$ cat src/rtl/registro_chamadas_pkg.sv
// Shared elevator types: direction of travel and the floor-count ceiling.
package pkg_elevador;

    localparam int unsigned N_ANDARES_MAX = 16;

    typedef enum logic [1:0] {
        PARADO   = 2'b00,
        SUBINDO  = 2'b01,
        DESCENDO = 2'b10
    } direction_t;

endpackage

$ cat src/rtl/registro_chamadas_seletor.sv
// Combinational search over the pending-call vector relative to the car's floor.
module seletor_proximo_andar #(
    parameter int unsigned N_ANDARES = 4,
    parameter int unsigned W_END     = $clog2(N_ANDARES)
) (
    input  logic [N_ANDARES-1:0] chamadas,
    input  logic [W_END-1:0]     andar_atual,
    output logic                 acima,
    output logic                 abaixo,
    output logic                 aqui,
    output logic [W_END-1:0]     menor_acima,
    output logic [W_END-1:0]     maior_abaixo
);

    localparam int NA = int'(N_ANDARES);

    always_comb begin
        int atual;
        atual        = int'(andar_atual);
        acima        = 1'b0;
        abaixo       = 1'b0;
        aqui         = 1'b0;
        menor_acima  = '0;
        maior_abaixo = '0;
        // Ascending scan: the last hit at or below the floor is the highest one.
        for (int i = 0; i < NA; i++) begin
            if (chamadas[i]) begin
                if (i > atual) acima = 1'b1;
                if (i < atual) abaixo = 1'b1;
                if (i == atual) aqui = 1'b1;
                if (i <= atual) maior_abaixo = W_END'(i);
            end
        end
        for (int i = NA - 1; i >= 0; i--) begin
            if (chamadas[i] && (i >= atual)) menor_acima = W_END'(i);
        end
    end

endmodule

$ cat src/rtl/registro_chamadas.sv
// Floor-call register bank with addressed read/write port and SCAN direction scheduler.
module registro_chamadas
    import pkg_elevador::*;
#(
    parameter int unsigned N_ANDARES = 4,
    parameter int unsigned W_END     = $clog2(N_ANDARES)
) (
    input  logic                 clock,
    input  logic                 reset_n,
    input  logic [W_END-1:0]     endereco,
    input  logic                 escrita,
    input  logic                 dado,
    input  logic [N_ANDARES-1:0] botoes,
    input  logic [W_END-1:0]     andar_atual,
    input  logic                 chegada,
    output logic [N_ANDARES-1:0] chamadas,
    output logic                 saida_endereco,
    output logic                 pendente,
    output logic [1:0]           direcao,
    output logic [W_END-1:0]     proximo_andar,
    output logic                 proximo_valido
);

    logic [N_ANDARES-1:0] chamadas_q, chamadas_d, mascara, chamadas_sel;
    logic                 saida_q, saida_d;
    logic                 andar_valido, aqui_atual;
    direction_t           direcao_q;
    logic [W_END-1:0]     proximo_q;
    logic                 valido_q;
    logic                 acima, abaixo, aqui;
    logic [W_END-1:0]     menor_acima, maior_abaixo;

    always_comb begin
        andar_valido = 1'b0;
        saida_d      = 1'b0;
        for (int unsigned i = 0; i < N_ANDARES; i++) begin
            mascara[i] = (andar_atual == W_END'(i));
            if (mascara[i]) andar_valido = 1'b1;
            // Set beats cancel/clear, so a press during arrival survives.
            if (botoes[i] || (escrita && dado && (endereco == W_END'(i)))) begin
                chamadas_d[i] = 1'b1;
            end else if ((escrita && !dado && (endereco == W_END'(i))) ||
                         (chegada && mascara[i])) begin
                chamadas_d[i] = 1'b0;
            end else begin
                chamadas_d[i] = chamadas_q[i];
            end
            if (!escrita && (endereco == W_END'(i))) saida_d = chamadas_q[i];
        end
        aqui_atual = |(chamadas_q & mascara);
        // While stopped the current floor is hidden, so targets are strictly above/below.
        chamadas_sel = (direcao_q == PARADO) ? (chamadas_q & ~mascara) : chamadas_q;
    end

    seletor_proximo_andar #(
        .N_ANDARES (N_ANDARES),
        .W_END     (W_END)
    ) u_seletor (
        .chamadas     (chamadas_sel),
        .andar_atual  (andar_atual),
        .acima        (acima),
        .abaixo       (abaixo),
        .aqui         (aqui),
        .menor_acima  (menor_acima),
        .maior_abaixo (maior_abaixo)
    );

    always_ff @(posedge clock or negedge reset_n) begin
        if (!reset_n) begin
            chamadas_q <= '0;
            saida_q    <= 1'b0;
        end else begin
            chamadas_q <= chamadas_d;
            saida_q    <= saida_d;
        end
    end

    always_ff @(posedge clock or negedge reset_n) begin
        if (!reset_n) begin
            direcao_q <= PARADO;
            proximo_q <= '0;
            valido_q  <= 1'b0;
        end else if (!andar_valido) begin
            direcao_q <= PARADO;
            valido_q  <= 1'b0;
        end else begin
            case (direcao_q)
                PARADO: begin
                    if (acima) begin
                        direcao_q <= SUBINDO;
                        proximo_q <= menor_acima;
                        valido_q  <= 1'b1;
                    end else if (abaixo) begin
                        direcao_q <= DESCENDO;
                        proximo_q <= maior_abaixo;
                        valido_q  <= 1'b1;
                    end else if (aqui_atual) begin
                        proximo_q <= andar_atual;
                        valido_q  <= 1'b1;
                    end else begin
                        valido_q  <= 1'b0;
                    end
                end
                SUBINDO: begin
                    if (acima || aqui) begin
                        proximo_q <= menor_acima;
                        valido_q  <= 1'b1;
                    end else if (abaixo) begin
                        direcao_q <= DESCENDO;
                        proximo_q <= maior_abaixo;
                        valido_q  <= 1'b1;
                    end else begin
                        direcao_q <= PARADO;
                        valido_q  <= 1'b0;
                    end
                end
                DESCENDO: begin
                    if (abaixo || aqui) begin
                        proximo_q <= maior_abaixo;
                        valido_q  <= 1'b1;
                    end else if (acima) begin
                        direcao_q <= SUBINDO;
                        proximo_q <= menor_acima;
                        valido_q  <= 1'b1;
                    end else begin
                        direcao_q <= PARADO;
                        valido_q  <= 1'b0;
                    end
                end
                default: begin
                    direcao_q <= PARADO;
                    valido_q  <= 1'b0;
                end
            endcase
        end
    end

    assign chamadas       = chamadas_q;
    assign saida_endereco = saida_q;
    assign pendente       = |chamadas_q;
    assign direcao        = direcao_q;
    assign proximo_andar  = proximo_q;
    assign proximo_valido = valido_q;

endmodule
$ cat config.mk
export PLATFORM = sky130hd
export DESIGN_NAME = registro_chamadas
export DESIGN_NICKNAME = d
export VERILOG_FILES = /design/src/rtl/registro_chamadas_pkg.sv /design/src/rtl/registro_chamadas_seletor.sv /design/src/rtl/registro_chamadas.sv
export SDC_FILE = /design/constraint.sdc
export NUM_CORES = 1
export LEC_CHECK = 0
export CORE_AREA = 2 2 49 51
export CTS_CLUSTER_DIAMETER = 120
export DETAILED_ROUTE_END_ITERATION = 6
export DIE_AREA = 0 0 51 53
export PLACE_DENSITY = 0.75
export SETUP_SLACK_MARGIN = 0.05
export SLEW_MARGIN = 15
export SYNTH_ARGS = -nofsm -noshare
export SYNTH_HDL_FRONTEND = slang
export SYNTH_SLANG_ARGS = --single-unit
$ cat constraint.sdc
create_clock -name clock -period 2.9 [get_ports clock]
set_input_delay 0.435 -clock clock [delete_from_list [all_inputs] [get_ports clock]]
set_output_delay 0.435 -clock clock [all_outputs]
set_load 0.005 [all_outputs]
==> results of run 1 <==
power groups by stage:
stage | logic (mW) | registers [mW] | clock network, mW
floorplan | 0.401 | 0.215 | 0
global placement | 0.556 | 0.223 | 0
detailed placement | 0.576 | 0.226 | 0
CTS | 0.577 | 0.224 | 0.129
global route | 0.645 | 0.229 | 0.132
finish | 0.575 | 0.223 | 0.125
synthesized netlist by cell type, types with 3 or more instances:
master	n
a21oi_1	6
o21ai_1	4
o21ai_0	7
nand2_1	7
buf_6	3
a31oi_1	4
nor2_1	15
o211ai_1	4
inv_1	6
buf_2	4
a211oi_1	3
nor3_1	4
nor2b_1	4
dfrtp_1	10
ha_1	4
a221o_1	3
cells by family after synthesis:
kind of cell / count (synthesis) / synth area share
and+or+nand+nor: 41 / 0.198
DFF: 10 / 0.244
AOI/OAI and AO/OA: 44 / 0.309
muxes: 8 / 0.104
buffers and inverters: 16 / 0.0856
adders and majority gates: 5 / 0.0587
registers in the layout (all words and copies together) (netlist names):
signal,count
chamadas,4
direcao,2
proximo_andar,2
proximo_valido,1
saida_endereco,1
worst max-delay path: stages (launching register included):
cell and delay, ns:
dfrtp_1 0.44, inv_1 0.10, ha_1 0.46, inv_1 0.18, maj3_1 0.35, o21ai_1 0.17, nor2_1 0.06, o32a_1 0.32
mux2_2 0.26
layout make-up:
cell class,count,area share
Inverter,7,0.0203
Clock buffer,4,0.0280
Multi-Input combinational cell,98,0.530
Timing Repair Buffer,27,0.201
Sequential cell,10,0.193
Tap cell,28,0.0271
worst min-delay path by stage:
stage                           from          endpoint  depth (start not counted)
floorplan                    reset_n       chamadas[0]                          0
global placement    proximo_andar[1]  proximo_andar[1]                          1
detailed placement  proximo_andar[1]  proximo_andar[1]                          1
CTS                          reset_n        direcao[1]                          1
global route                 reset_n        direcao[0]                          1
finish                       reset_n        direcao[1]                          1
per-layer routing:
metal,routed length [microns],vias up,global-route usage
met5,0,-,0
met4,31,0,0.0721
met3,207,5,0.0565
met2,1360,55,0.409
met1,1040,506,0.225
li1,-,508,-
stage by stage:
stage	std cells	utilization	setup slack (ns)	power (mW)	hold slack (ns)
2_1_floorplan	124	-	0.915	0.616	0.139
3_3_place_gp	170	0.585	0.409	0.779	0.506
3_5_place_dp	170	0.585	0.354	0.801	0.499
4_1_cts	174	0.602	0.455	0.930	0.469
5_1_grt	174	0.602	0.248	1.01	0.491
6_report	174	0.602	0.437	0.924	0.458
layout by cell type, fill, tap and decap left out, types with 2 or more instances in the layout:
cell type and instances:
nor2b_1 4, o211ai_1 4, a21oi_1 6, a221o_1 3
o32a_1 2, mux2i_1 2, dfrtp_1 10, o21a_1 2
a211oi_1 3, nand2_1 7, buf_4 4, nor3_1 4
clkbuf_4 3, mux2_4 2, o21ai_0 7, clkdlybuf4s50_1 23
inv_1 6, o21ai_1 4, and3_1 2, a31oi_1 4
mux2_1 2, ha_1 4, nor2_1 15
==> impl_metrics.tcl, run 1 <==
set metrics [dict create \
    cp-end-kind "flip-flop" \
    r2r_cells 8 \
    max_cap_violations 0 \
    post_cts_resized 0 \
    rsz0062_at_grt "no" \
    num_rows 17 \
    yosysTopAreaCellShare 0.244 \
    post-route-drc-count 0 \
    cp-start-kind "flip-flop" \
    totalWireLength_microns 2640 \
    clk_latency_ns 0.27 \
    avgSynthCellArea_sq_um 8.25 \
    cts_root_buffer "clkbuf_4" \
    synthCells 124 \
    drt-initial-drc-count 35 \
    viasPerCell 6.17 \
    combPwrFrac 0.623 \
    clock_skew_ns 0.00353 \
    rr_startpoint "direcao[0]" \
    clockPowerShare 0.136 \
    antenna_found_initial 0 \
    synth_largest_area_cell "dfrtp_1" \
    via_count 1074 \
    power.leakage_nw 0.522 \
    synth_cell_types 45 \
    seqPwrFrac 0.242 \
    synth_ff_type "dfrtp_1" \
    setup_viol 0 \
    rrSetupSlack_ns 0.44 \
    multi_input_area_sq_um 686 \
    swShare 0.406 \
    switchingPower_mw 0.375 \
    grt.total_usage 0.214 \
    grt_pass1_wl_microns 4330 \
    async_flop_share 1.00 \
    gp_congestion 0.933 \
    grt_max_degree 15 \
    worstPathRequired_ns 3.06 \
    worst_pin_slew_ns 0.491 \
    place_area_sq_um 1260 \
    p_per_area_nw_per_um2 714 \
    ios 24 \
    ys_ff_latch 10 \
    die-height_microns 53 \
    avgRoutedWirePerCell_microns 15.2 \
    n_antenna_cell 0 \
    crit_path_start "direcao[0]" \
    status "finished, final reports clean" \
    cts_hold_buf 0 \
    path_max_fanout 14 \
    htreeDepth 1 \
    cts_tree "yes" \
    core_area_sq_um 2150 \
    cts_buffers 3 \
    yosysSeqAreaShare 0.244 \
    fin_crit_ns 2.46 \
    cp-endpoint "proximo_andar[1]" \
    port_buffers 23 \
    gr-total-overflow 0 \
    p_int_mw 0.549 \
    hpwl_microns 2020 \
    max_freq_ghz 0.406 \
    crit_type "reg2reg" \
    syn_nets 141 \
    finalHoldViolations 0 \
    nFillCells 193 \
    netlist_area_sq_um 1020 \
    syn2layout_area_growth_pct 26.4 \
    clock-sinks 10 \
    cp_data_arrival_time_ns 2.62 \
    slew_headroom 0.669 \
    path_clk_slew_ns 0.06 \
    rr_endpoint "proximo_andar[1]" \
    grt_pass1_vias 1044 \
    regArea_sq_um 250 \
    synth_edf_count 0 \
    min_path_type "in2async" \
    synthTopCellsByArea "dfrtp_1, nor2_1, ha_1" \
    ant_nets 0 \
    drv_slew 0 \
    clock_path_buffers 2 \
    cts_setup_buffers 0 \
    drive_gt1_frac 0.110 \
    dieArea_sq_um 2700 \
    nNetsFinal 164 \
    ir_worst_vdd_v 0.000363 \
    firstDrtPassIters 5 \
    yosysWarnings 0 \
    start_util 0.476 \
    postLayoutCellArea_sq_um 1290 \
    die_x_microns 51 \
    period_share 0.849 \
    fin_tns_setup_ns 0 \
]
Note: power is estimated with default switching activity, not from simulation.
==> run 2, diff against run 1 <==
clock period = 2.3 ns   (was 2.9 ns; I/O delays follow)
==> impl_metrics.tcl, run 2 (synthesized netlist as in run 1, its figures left out) <==
set metrics [dict create \
    combPwrFrac 0.681 \
    dieArea_sq_um 2700 \
    fin_tns_setup_ns 0 \
    p_per_area_nw_per_um2 918 \
    status "finished, final reports clean" \
    antenna_found_initial 0 \
    cp_data_arrival_time_ns 2.30 \
    die_x_microns 51 \
    port_buffers 23 \
    viasPerCell 5.74 \
    nNetsFinal 182 \
    avgRoutedWirePerCell_microns 14.2 \
    min_path_type "in2async" \
    rsz0062_at_grt "no" \
    path_max_fanout 8 \
    cp-endpoint "direcao[0]" \
    rr_endpoint "direcao[0]" \
    totalWireLength_microns 2720 \
    holdWs_ns 0.384 \
    worst_pin_slew_ns 0.481 \
    rrSetupSlack_ns 0.18 \
    crit_path_start "andar_atual[0]" \
    cts_hold_buf 0 \
    grt_pass1_vias 1081 \
    gr-total-overflow 0 \
    drive_gt1_frac 0.213 \
    setup_viol 0 \
    crit_type "in2reg" \
    via_count 1102 \
    n_antenna_cell 0 \
    clk_latency_ns 0.26 \
    grt.total_usage 0.223 \
    syn2layout_area_growth_pct 40.8 \
    ant_nets 0 \
    clockPowerShare 0.119 \
    period_share 0.937 \
    swShare 0.386 \
    die-height_microns 53 \
    p_int_mw 0.812 \
    cts_buffers 3 \
    largest_reg_flops 4 \
    ir_worst_vdd_v 0.000585 \
    path_clk_slew_ns 0.07 \
    final_util 0.671 \
    place_area_sq_um 1390 \
    drv_slew 0 \
    drt-initial-drc-count 29 \
    grt_pass1_wl_microns 4570 \
    fin_crit_ns 2.16 \
    postLayoutCellArea_sq_um 1440 \
    clock_path_buffers 2 \
    finalHoldViolations 0 \
    final_cell_mix "clkdlybuf4s50_1, buf_4, nor2_1, dfrtp_1" \
    r2r_cells 5 \
    num_rows 17 \
    gp_congestion 0.907 \
    power.leakage_nw 0.609 \
    cts_tree "yes" \
    total_power_mw 1.32 \
    switchingPower_mw 0.511 \
    clock_skew_ns 0.00564 \
    start_util 0.476 \
    slew_headroom 0.676 \
    ios 24 \
    worstPathRequired_ns 2.45 \
    seqPwrFrac 0.200 \
    clock-sinks 10 \
    final_common_cell "clkdlybuf4s50_1" \
    cp-end-kind "flip-flop" \
    cts_root_buffer "clkbuf_4" \
    max_freq_ghz 0.464 \
    grt_max_degree 13 \
    htreeDepth 1 \
    core_area_sq_um 2150 \
    firstDrtPassIters 4 \
    post-route-drc-count 0 \
    rr_startpoint "chamadas[3]" \
    hpwl_microns 2150 \
    max_cap_violations 0 \
    cp-start-kind "primary input" \
]
run 2: layer usage:
metal  global-route usage  routed length, microns  vias up
li1                     -                       -      548
met2                0.424                    1460       28
met5                    0                       0        -
met1                0.267                    1150      524
met3               0.0254                      89        2
met4               0.0450                      21        0
run 2: timing repair:
| action | in CTS | in global routing |
|---|---|---|
| resized for setup | 0 | 2 |
| buffers inserted | 0 | 0 |
| endpoints found under the setup margin | 0 | 1 |
run 2: power by group through the flow:
stage	registers, mW	clock network, mW	logic [mW]
2_1_floorplan	0.272	0	0.505
3_3_place_gp	0.268	0	0.832
3_5_place_dp	0.269	0	0.856
4_1_cts	0.265	0.160	0.860
5_1_grt	0.271	0.170	0.988
6_report	0.265	0.157	0.902
run 2: worst min-delay path by stage:
stage / endpoint / depth (start not counted)
after CTS: direcao[0] / 1
after detailed placement: proximo_andar[1] / 1
after floorplan: chamadas[0] / 0
after global routing: direcao[1] / 1
after global placement: proximo_andar[0] / 2
final: direcao[0] / 1
run 2: per-stage QoR:
| step | setup slack [ns] | instances |
|---|---|---|
| 3_3_place_gp | -0.0874 | 188 |
| 5_1_grt | 0.0583 | 192 |
| 2_1_floorplan | 0.315 | 124 |
| 3_5_place_dp | -0.118 | 188 |
| 6_report | 0.144 | 192 |
| 4_1_cts | 0.0897 | 192 |
run 2: area by class of cell:
cell class	instances	area, sq um
inverters	7	26.3
flip-flops and latches	10	250
well taps	28	35.0
fillers	183	707
repair buffers	45	395
clock buffers	4	36.3
multi-input cells	98	698
run 2: critical path, stage by stage:
cell and delay [ns]:
clkdlybuf4s50_1 0.45, buf_4 0.16, mux2_4 0.33, a22oi_4 0.20, nor2_2 0.04, a221o_1 0.26
a21o_1 0.19, mux2_1 0.32
==> run 3, diff against run 2 <==
DONT_BUFFER_PORTS = 1   (was unset)
PLACE_DENSITY = 0.61   (was 0.75)
==> impl_metrics.tcl, run 3 (synthesized netlist as in run 1, its figures left out) <==
set metrics [dict create \
    status "finished, final reports clean" \
    clock_skew_ns 0.00311 \
    p_int_mw 0.623 \
    clock-sinks 10 \
    crit_type "reg2reg" \
    cp-end-kind "flip-flop" \
    path_max_fanout 7 \
    place_ws_ns 0.0806 \
    drive_gt1_frac 0.144 \
    worstPathRequired_ns 2.44 \
    hpwl_microns 2000 \
    largest_reg_flops 4 \
    die_x_microns 51 \
    seqPwrFrac 0.248 \
    syn2layout_area_growth_pct 6.23 \
    htreeDepth 1 \
    start_util 0.476 \
    power.leakage_nw 0.439 \
    setup_slack_ns 0.144 \
    final_cell_mix "nor2_1, dfrtp_1, nand2_1, o21ai_0" \
    cts_root_buffer "clkbuf_4" \
    slowest_delay_ns 0.46 \
    grt_max_degree 24 \
    slowest_stage "dfrtp_1" \
    final_common_cell "nor2_1" \
    die-height_microns 53 \
    min_path_type "in2reg" \
    p_per_area_nw_per_um2 1000 \
    worstPathCellList "buf_4 -> o21ai_1 -> o21ai_0 -> a221o_1 -> a21o_1 -> mux2_1" \
    fin_crit_ns 2.16 \
    slew_headroom 0.657 \
    num_rows 17 \
    cts_tree "yes" \
    cp_data_arrival_time_ns 2.30 \
    firstDrtPassIters 4 \
    port_buffers 0 \
    max_cap_violations 0 \
    antenna_found_initial 0 \
    ir_worst_vdd_v 0.000593 \
    period_share 0.938 \
    cts_buffers 3 \
    clock_path_buffers 2 \
    fin_tns_setup_ns 0 \
    gp_congestion 0.825 \
    post-route-drc-count 0 \
    path_clk_slew_ns 0.06 \
    cts_setup_buffers 0 \
    max_freq_ghz 0.464 \
    via_count 939 \
    setup_viol 0 \
    viasPerCell 6.14 \
    cp-start-kind "flip-flop" \
    ios 24 \
    grt_pass1_vias 878 \
    combPwrFrac 0.645 \
    ant_nets 0 \
    switchingPower_mw 0.463 \
    clk_latency_ns 0.26 \
    grt_pass1_wl_microns 4200 \
    n_antenna_cell 0 \
    drv_slew 0 \
    dieArea_sq_um 2700 \
    avgRoutedWirePerCell_microns 17.2 \
    rsz0062_at_grt "no" \
    swShare 0.426 \
    gr-total-overflow 0 \
    grt.total_usage 0.212 \
    nFillCells 207 \
    drt-initial-drc-count 22 \
    worst_pin_slew_ns 0.510 \
    nNetsFinal 144 \
    totalWireLength_microns 2630 \
    clockPowerShare 0.107 \
    core_area_sq_um 2150 \
    finalHoldViolations 0 \
]
## run 3: cell count changes in the layout (fill, tap and decap cells not counted)
cell             change
clkbuf_8             -1
dlygate4sd3_1        +1
buf_4               -16
clkdlybuf4s50_1     -23
## run 3: worst paths after layout
kind                                       start               end  depth (start not counted)  slack (ns)
worst max-delay path                 chamadas[3]        direcao[0]                          6        0.14
worst min-delay path                     escrita    saida_endereco                          1        0.14
worst max register to register       chamadas[3]        direcao[0]                          6        0.14
worst min register to register  proximo_andar[0]  proximo_andar[0]                          2        0.54
max in group asynchronous                reset_n  proximo_andar[0]                          1        1.53
min in group asynchronous                reset_n    saida_endereco                          1        0.46
## run 3: critical path: cells and delay by family, from the launching register on
| kind | cells | cell delay (ns) |
|---|---|---|
| compound gates | 4 | 1.05 |
| flops | 1 | 0.46 |
| mux | 1 | 0.33 |
| buf+inv | 1 | 0.20 |
## run 3: routing by layer
| metal | GRT usage | share of wire | vias up |
|---|---|---|---|
| met5 | 0 | 0 | - |
| met4 | 0.0586 | 0.016 | 0 |
| met3 | 0.0819 | 0.067 | 5 |
| met2 | 0.338 | 0.48 | 33 |
| met1 | 0.265 | 0.44 | 431 |
| li1 | - | - | 470 |
## run 3: what timing repair did
item	in CTS	in global routing
hold buffers	1	0
endpoints found under the hold margin	10	0
setup endpoints to repair	0	1
resized for setup	0	2
## run 3: layout make-up
class / instances / area, sq um / share of cell area
Clock buffer: 3 / 22.5 / 0.0207
Inverter: 7 / 26.3 / 0.0242
Multi-Input combinational cell: 98 / 698 / 0.642
Sequential cell: 10 / 250 / 0.230
Tap cell: 28 / 35.0 / 0.0322
Timing Repair Buffer: 7 / 55.1 / 0.0506
## run 3: per-stage QoR
stage	hold slack, ns	area (sq um)	total power, mW	instances	util
after detailed placement	0.0496	1040	0.926	149	0.485
after global placement	0.0496	1040	0.922	149	0.485
after global routing	0.135	1090	1.17	153	0.506
final	0.145	1090	1.09	153	0.506
after floorplan	0.0494	1020	0.777	124	-
after CTS	0.138	1070	1.05	153	0.500
## run 3: power groups by stage
stage	clock (mW)	combinational, mW	sequential, mW
floorplan	0	0.505	0.272
global placement	0	0.648	0.275
CTS	0.121	0.658	0.271
detailed placement	0	0.652	0.275
finish	0.116	0.701	0.270
global route	0.130	0.767	0.277
==> RTL edit (config.mk and constraints of run 2) <==
Put a register stage on the output `pendente`, cleared by the reset. The value now appears one clock later. The other outputs are not delayed to match.
--- a/src/rtl/registro_chamadas.sv
+++ b/src/rtl/registro_chamadas.sv
@@ -137,7 +137,13 @@
 
     assign chamadas       = chamadas_q;
     assign saida_endereco = saida_q;
-    assign pendente       = |chamadas_q;
+    always_ff @(posedge clock or negedge reset_n) begin
+        if (!reset_n) begin
+            pendente <= '0;
+        end else begin
+            pendente <= |chamadas_q;
+        end
+    end
     assign direcao        = direcao_q;
     assign proximo_andar  = proximo_q;
     assign proximo_valido = valido_q;
Function: changed (a bounded check fails within 4 cycles, from zero or initial values and one cycle with reset_n low).
==> RTL edit against run 2 <==
  * Area after synthesis down 0.49%
  * Sequential power is 12% higher
  * Sequential cell count grew 1
  * Clock skew fell by 0.0036 ns
  * Wire length down 8.7%
  * Worst setup slack improved by 0.080 ns
  * Clock power is 22% lower
  * Total power is 12% lower
  * Final area decreased by 8.2%
  * Critical path type unchanged
  * Critical endpoint is now proximo_andar[0]
  * Largest power group unchanged
==> RTL edit: results (changes against run 2) <==
grt_max_degree: 14  # was 13
p_seq_uw: 296  # was 265 µW
slowest_stage: "clkdlybuf4s50_1"  # unchanged
cts.htree.levels: 1  # unchanged
synthAdderAreaFrac: 0.0491  # was 0.0587
yosysWarnings: 0  # unchanged
critPathArrivalTime_ns: 2.26  # was 2.30 ns
finalHoldWorstSlack_ns: 0.411  # was 0.384 ns
synth_flop_cell: "dfrtp_1"  # unchanged
syn-num-nets: 139  # was 141
grt_pass1_wl_um: 4190  # was 4570 µm
p_leak_nw: 0.546  # was 0.609 nW
rr_startpoint: "direcao[1]"  # was chamadas[3]
hold_path.class: "primary input to async pin"  # unchanged
num-fill-cells: 196  # was 183
timing.rr.end: "proximo_andar[0]"  # was direcao[0]
first_iter_violations: 42  # was 29
cts_setup_buffers: 0  # unchanged
dp.final_hpwl_um: 1970  # was 2150 µm
ys_top_cells_by_area: "dfrtp_1 27%, ha_1 4.9%, o21ai_0 4.9%"  # was dfrtp_1 24%, nor2_1 5.5%, ha_1 4.9%
synth_compound_area_frac: 0.287  # was 0.309
antennaDiodeCount: 0  # unchanged
finalNetCount: 167  # was 182
synth_edf_count: 0  # unchanged
slowest_delay_ns: 0.57  # was 0.45 ns
r2r.worst_path.cells: 8  # was 5
clock_skew_ns: 0.00206  # was 0.00564 ns
async_flop_share: 1.00  # unchanged
status: "finished, final reports clean"  # unchanged
ir_worst_vdd_uv: 443  # was 585 µV
cts_max_path_buffers: 2  # unchanged
first_pass_iters: 4  # unchanged
clk_latency_ns: 0.25
grt_use_total: 0.203  # was 0.223
synth_common_cells: "12 x nor2_1, 11 x dfrtp_1, 11 x nand2_1"  # was 15 x nor2_1, 10 x dfrtp_1, 7 x nand2_1, 7 x o21ai_0
critPathMaxFanout: 9  # was 8
slew_headroom: 0.684  # was 0.676
synth_mux_area_frac: 0.0983  # was 0.104
viasPerCell: 5.88  # was 5.74
synth_xor_area_frac: 0  # unchanged
r2r_setup_slack_ns: 0.32  # was 0.18 ns
place.gp.congestion: 0.928  # was 0.907
synth.distinct_cells: 45  # unchanged
port_buffers: 23  # unchanged
clkTransAtPathRegs_ns: 0.06
grt_antenna_before_repair: 0  # unchanged
power.switching_uw: 484  # was 511 µW
comb_power_share: 0.642  # was 0.681
placedInstanceArea_um2: 1290  # was 1390 µm²
drive_gt1_frac: 0.154  # was 0.213
crit_family: "compound AO/OA/AOI/OAI gates"  # was multiplexers
grt_pass1_vias: 970  # was 1,081
cts_resized: 0  # unchanged
cts_made_buffers: 3  # unchanged
wl_per_cell_um: 14.1  # was 14.2 µm
seq_area_frac_synth: 0.270  # was 0.244
## RTL edit: cell count changes after synthesis, moves of 3 or more
cell	before	now
buf_2	4	1
o21ai_1	4	1
a21oi_1	6	3
o211ai_1	4	0
nor2_1	15	12
o21ai_0	7	10
inv_1	6	9
nand2_1	7	11
nand2b_1	1	5
## RTL edit: worst max path at each step
stage                     cells past startpoint           start  slack, ns               end
after floorplan                               7      direcao[0]       0.50        direcao[0]
after CTS                                     8      direcao[1]       0.24  proximo_andar[0]
after global routing                          8      direcao[1]       0.06  proximo_andar[0]
after global placement                        7  andar_atual[1]       0.01  proximo_andar[0]
final                                         7  andar_atual[1]       0.22  proximo_andar[0]
after detailed placement                      7  andar_atual[1]      -0.02  proximo_andar[0]
## RTL edit: cell type report
type / count / share of cell area
Clock buffer: 4 / 0.0199
Tap cell: 28 / 0.0265
Inverter: 10 / 0.0284
Sequential cell: 11 / 0.208
Timing Repair Buffer: 29 / 0.208
Multi-Input combinational cell: 95 / 0.509
## RTL edit: per-stage QoR
step	power [mW]	worst slack (ns)	cells	util
2_1_floorplan	0.782	0.499	122	-
3_3_place_gp	1.03	0.00996	173	0.602
3_5_place_dp	1.04	-0.0193	173	0.602
4_1_cts	1.17	0.244	177	0.614
5_1_grt	1.28	0.0649	177	0.616
6_report	1.17	0.224	177	0.616
## RTL edit: layer usage
metal,vias to the layer above,track usage,share of wire,wire [µm]
met4,0,0,0,0
met3,0,0.0424,0.050,125
met5,-,0,0,0
met2,40,0.372,0.49,1220
li1,509,-,-,-
met1,491,0.261,0.46,1140
## RTL edit: cell families (layout without fill, tap and decap cells)
group                      after synthesis  in the layout
and+or+nand+nor                         45             45
AOI/OAI and AO/OA                       39             39
buffers and inverters                   16             43
DFF                                     11             11
muxes                                    7              7
adders and majority gates                4              4
